`config.mk`:
```
export PLATFORM = sky130hd
export DESIGN_NAME = rr_priority_pick
export DESIGN_NICKNAME = d
export VERILOG_FILES = /design/src/rtl/arb_pkg.sv /design/src/rtl/rr_priority_pick.sv
export SDC_FILE = /design/constraint.sdc
export NUM_CORES = 1
export LEC_CHECK = 0
export CAP_MARGIN = 20
export CORE_UTILIZATION = 45
export DETAILED_ROUTE_END_ITERATION = 10
export DONT_BUFFER_PORTS = 1
export PLACE_DENSITY_LB_ADDON = 0.3
export SLEW_MARGIN = 20
export SYNTH_ARGS = -nofsm -noshare
export SYNTH_HDL_FRONTEND = slang
export SYNTH_SLANG_ARGS = --single-unit
```
`constraint.sdc`:
```
create_clock -name vclk -period 5.8
set_clock_uncertainty 0.1 [all_clocks]
set_input_delay 1.16 -clock vclk [all_inputs]
set_output_delay 1.16 -clock vclk [all_outputs]
set_load 0.005 [all_outputs]
```
`src/rtl/arb_pkg.sv`:
```
// Shared constants and state type for the mux select arbiter.
package arb_pkg;

  localparam int unsigned NUM_REQ = 8;
  localparam int unsigned SEL_W   = 3;

  typedef enum logic {
    ARB_IDLE,
    ARB_OWNED
  } arb_state_e;

endpackage : arb_pkg

```
`src/rtl/rr_priority_pick.sv`:
```
// Rotated priority encoder: first set request after i_last, wrapping modulo NUM_REQ.
module rr_priority_pick
  import arb_pkg::*;
(
  input  logic [NUM_REQ-1:0] i_req,
  input  logic [SEL_W-1:0]   i_last,
  output logic               o_any,
  output logic [SEL_W-1:0]   o_winner
);

  logic [SEL_W-1:0] w_idx;

  assign o_any = |i_req;

  // Walk from the farthest offset to the nearest so the nearest set bit wins.
  always_comb begin
    w_idx    = '0;
    o_winner = '0;
    for (int k = int'(NUM_REQ); k > 0; k--) begin
      w_idx = i_last + SEL_W'(k);
      if (i_req[w_idx]) begin
        o_winner = w_idx;
      end
    end
  end

endmodule : rr_priority_pick

```
==> impl_results.md <==
* Crit share post-route at approximately 81%
* Transition time at the pin with the least slew margin at 0.473 ns
* Overall power of the completed layout at roughly 0.00009 W
* Final hold slack at 2.31 ns
* Final net count at around 110
* Final wirelength at around 2 mm
* Top Ports at 15
* Cell total after placement at ~120
* Worst max-slew margin expressed relative to the limit at 68.5%
* Placement row count at 15
* Sequential-to-total area share from yosys stat at 0%
* Endpoint class of the critical path: output pin
* Net count after synthesis at 112
* IO Port Bufs at 0
* Total Die Area at 2000 µm²
* Max-Cap Viols at 0
* IR drop worst, VDD at around 0.000046 V
* Post-synthesis cell area at just over 800 µm²
* Top fanout value on the critical path at 16
* Largest net degree at the start of global routing at 19
* Top cell family by delay on the critical path: multiplexers
* Global placer's final weighted congestion at between 0.8 and 0.9
* CTS hold repair buffers at 0
* Final-report hold violation count at 0
* Antenna violation net count after detailed routing at 0
* Critical Path Source Type: primary input
* Outcome: finished, final reports clean
* Worst endpoint data arrival time at 3.43 ns
* Cell-by-cell listing of the critical path: inv_1 > ha_1 > mux4_2 > mux2_2 > nand2b_1 > o21ai_0 > nor2_1 > a21oi_1
* Syn Inst Count at 99
* Count of different cell masters after synthesis at 34
* DRC violations left at 0
* Count of TritonRoute iterations in the first routing pass at 4
* Number of global-route vias before repair at 751
* Effective utilization at floorplan at a little under half
* FFs & Latches at 0
* Detailed-route vias per instance at around 7.0
* Setup repair after global routing missed its margin: no
* Initial antenna violation count at 0
* Post-synthesis area per instance at slightly above 8 µm²
* Required time reported for the critical path endpoint at between 4 and 5 ns
* Setup violation total in the final timing report at 0
* Class of the most critical setup path: in -> out
* Post CTS Setup Buffer Count at 0
* Total power per unit cell area at 108 nW/µm²
* Core footprint at between 1500 and 2000 µm²
* Number of gates resized after cts at 0
* Yosys warning count at 0
* Global-route wire length before repair at approximately 3.5 mm
* Count of non-filler cells in the finished layout at 117
* Post-DP HPWL at about 1.5 mm
* Diode count at 0
* Number of clock buffers in the layout at 0
* Die extent in y at around 45 µm
* CP max-delay cell: sky130_fd_sc_hd__mux4_2
* Die width at roughly 45 µm
* Seq. cell area at 0 µm²
* Total routing usage reported by global routing at between 20 and 25%
* Number of vias after detailed routing at ~820
* Area delta synth->final at -0.762%
* Remaining global-route overflow at 0
* Post-Route Setup TNS at 0 ns
* WP buf/inv at 1
* Final Max Slew Viols at 0
* Delay of the slowest cell on the worst path at around 0.63 ns
* Initial drt markers at 27
* Mean routed wirelength per cell at around 17 µm
* Hold Path Class: in -> out
* F_max at between 200 and 250 MHz
* Final Critical Period at between 4 and 5 ns
* Fraction of final layout cells sized beyond drive strength 1 at 13.0%
* Lkg Pwr at 0.301 nW
[where the power goes]
group | switching (W) | total (W) | internal (W)
sequential | 0 | 0 | 0
combinational | 0.0000453 | 0.0000877 | 0.0000424
clock | 0 | 0 | 0
total | 0.0000453 | 0.0000877 | 0.0000424
[Yosys cell counts]
library cell	number	area share [%]
sky130_fd_sc_hd__nor2_1	10	4.6
sky130_fd_sc_hd__nand2_1	8	3.7
sky130_fd_sc_hd__a221oi_1	6	6.4
sky130_fd_sc_hd__mux2i_1	6	7.3
sky130_fd_sc_hd__a21oi_1	5	3.0
sky130_fd_sc_hd__inv_1	5	2.3
sky130_fd_sc_hd__mux2_2	5	6.9
sky130_fd_sc_hd__a221o_1	4	4.9
sky130_fd_sc_hd__mux4_1	4	13
sky130_fd_sc_hd__mux4_2	4	11
sky130_fd_sc_hd__nand2b_1	4	3.0
sky130_fd_sc_hd__a211oi_1	3	2.7
sky130_fd_sc_hd__buf_2	3	1.8
sky130_fd_sc_hd__clkbuf_1	3	1.4
sky130_fd_sc_hd__ha_1	2	3.0
sky130_fd_sc_hd__mux2_4	2	3.7
sky130_fd_sc_hd__nor3_1	2	1.2
sky130_fd_sc_hd__nor4_1	2	1.5
sky130_fd_sc_hd__o21ai_0	2	1.2
sky130_fd_sc_hd__o21ai_1	2	1.2
sky130_fd_sc_hd__o22ai_1	2	1.5
sky130_fd_sc_hd__o31ai_1	2	1.8
sky130_fd_sc_hd__xor2_1	2	2.1
sky130_fd_sc_hd__a2111oi_0	1	1.1
sky130_fd_sc_hd__a21oi_2	1	1.1
sky130_fd_sc_hd__a22oi_1	1	0.91
sky130_fd_sc_hd__a2bb2oi_1	1	1.1
sky130_fd_sc_hd__and3_1	1	0.76
sky130_fd_sc_hd__buf_6	1	1.4
sky130_fd_sc_hd__nand3_1	1	0.61
sky130_fd_sc_hd__nor2b_1	1	0.76
sky130_fd_sc_hd__o221ai_1	1	1.1
sky130_fd_sc_hd__o311ai_0	1	1.1
sky130_fd_sc_hd__xnor2_1	1	1.1
[per-layer routing]
metal	routed length, µm	GRT usage [%]	vias up
met3	119	1.20	2
met5	0	0	-
met4	13	1.82	0
li1	-	-	391
met1	904	34.2	403
met2	997	36.5	28
[path summary, 6_finish.rpt]
path | startpoint | to | slack, ns | depth (start not counted)
worst max-delay path | i_last[1] | o_winner[1] | 1.11 | 8
worst min-delay path | i_req[7] | o_any | 2.31 | 2
[final cells by class]
class	count	area, µm²
fillers	190	912
multi-input cells	87	764
well taps	25	31.3
inverters	5	18.8
[placed cells by master, fill, tap and decap left out, types with 2 or more instances in the layout]
cell type                  netlist  routed
sky130_fd_sc_hd__o22ai_1         2       2
sky130_fd_sc_hd__o21ai_0         2       2
sky130_fd_sc_hd__xor2_1          2       2
sky130_fd_sc_hd__nand2b_1        4       4
sky130_fd_sc_hd__mux4_2          4       4
sky130_fd_sc_hd__mux2i_1         6       6
sky130_fd_sc_hd__a221oi_1        6       6
sky130_fd_sc_hd__nor2_1         10      10
sky130_fd_sc_hd__mux2_2          5       5
sky130_fd_sc_hd__a221o_1         4       4
sky130_fd_sc_hd__o21ai_1         2       2
sky130_fd_sc_hd__o31ai_1         2       2
sky130_fd_sc_hd__mux2_4          2       2
sky130_fd_sc_hd__inv_1           5       5
sky130_fd_sc_hd__a21oi_1         5       5
sky130_fd_sc_hd__nand2_1         8       8
sky130_fd_sc_hd__ha_1            2       2
sky130_fd_sc_hd__nor4_1          2       2
sky130_fd_sc_hd__mux4_1          4       4
sky130_fd_sc_hd__a211oi_1        3       3
sky130_fd_sc_hd__nor3_1          2       2
[cells by family after synthesis]
kind of cell               Yosys count  share of synthesized area, %
AOI/OAI and AO/OA                   32                          29.1
and+or+nand+nor                     29                          16.2
muxes                               21                          41.6
buffers and inverters               12                          6.86
xor gates and xnor gates             3                          3.20
adders and majority gates            2                          3.05
[through the flow]
stage / utilization [%] / cell area, µm² / worst slack [ns]
2_1_floorplan: - / 821 / 0.943
3_3_place_gp: 47.2 / 815 / 1.19
3_5_place_dp: 47.2 / 815 / 1.11
4_1_cts: 47.2 / 815 / 1.11
5_1_grt: 47.2 / 815 / 0.913
6_report: 47.2 / 815 / 1.11
Power figures use the tool's default switching activity.
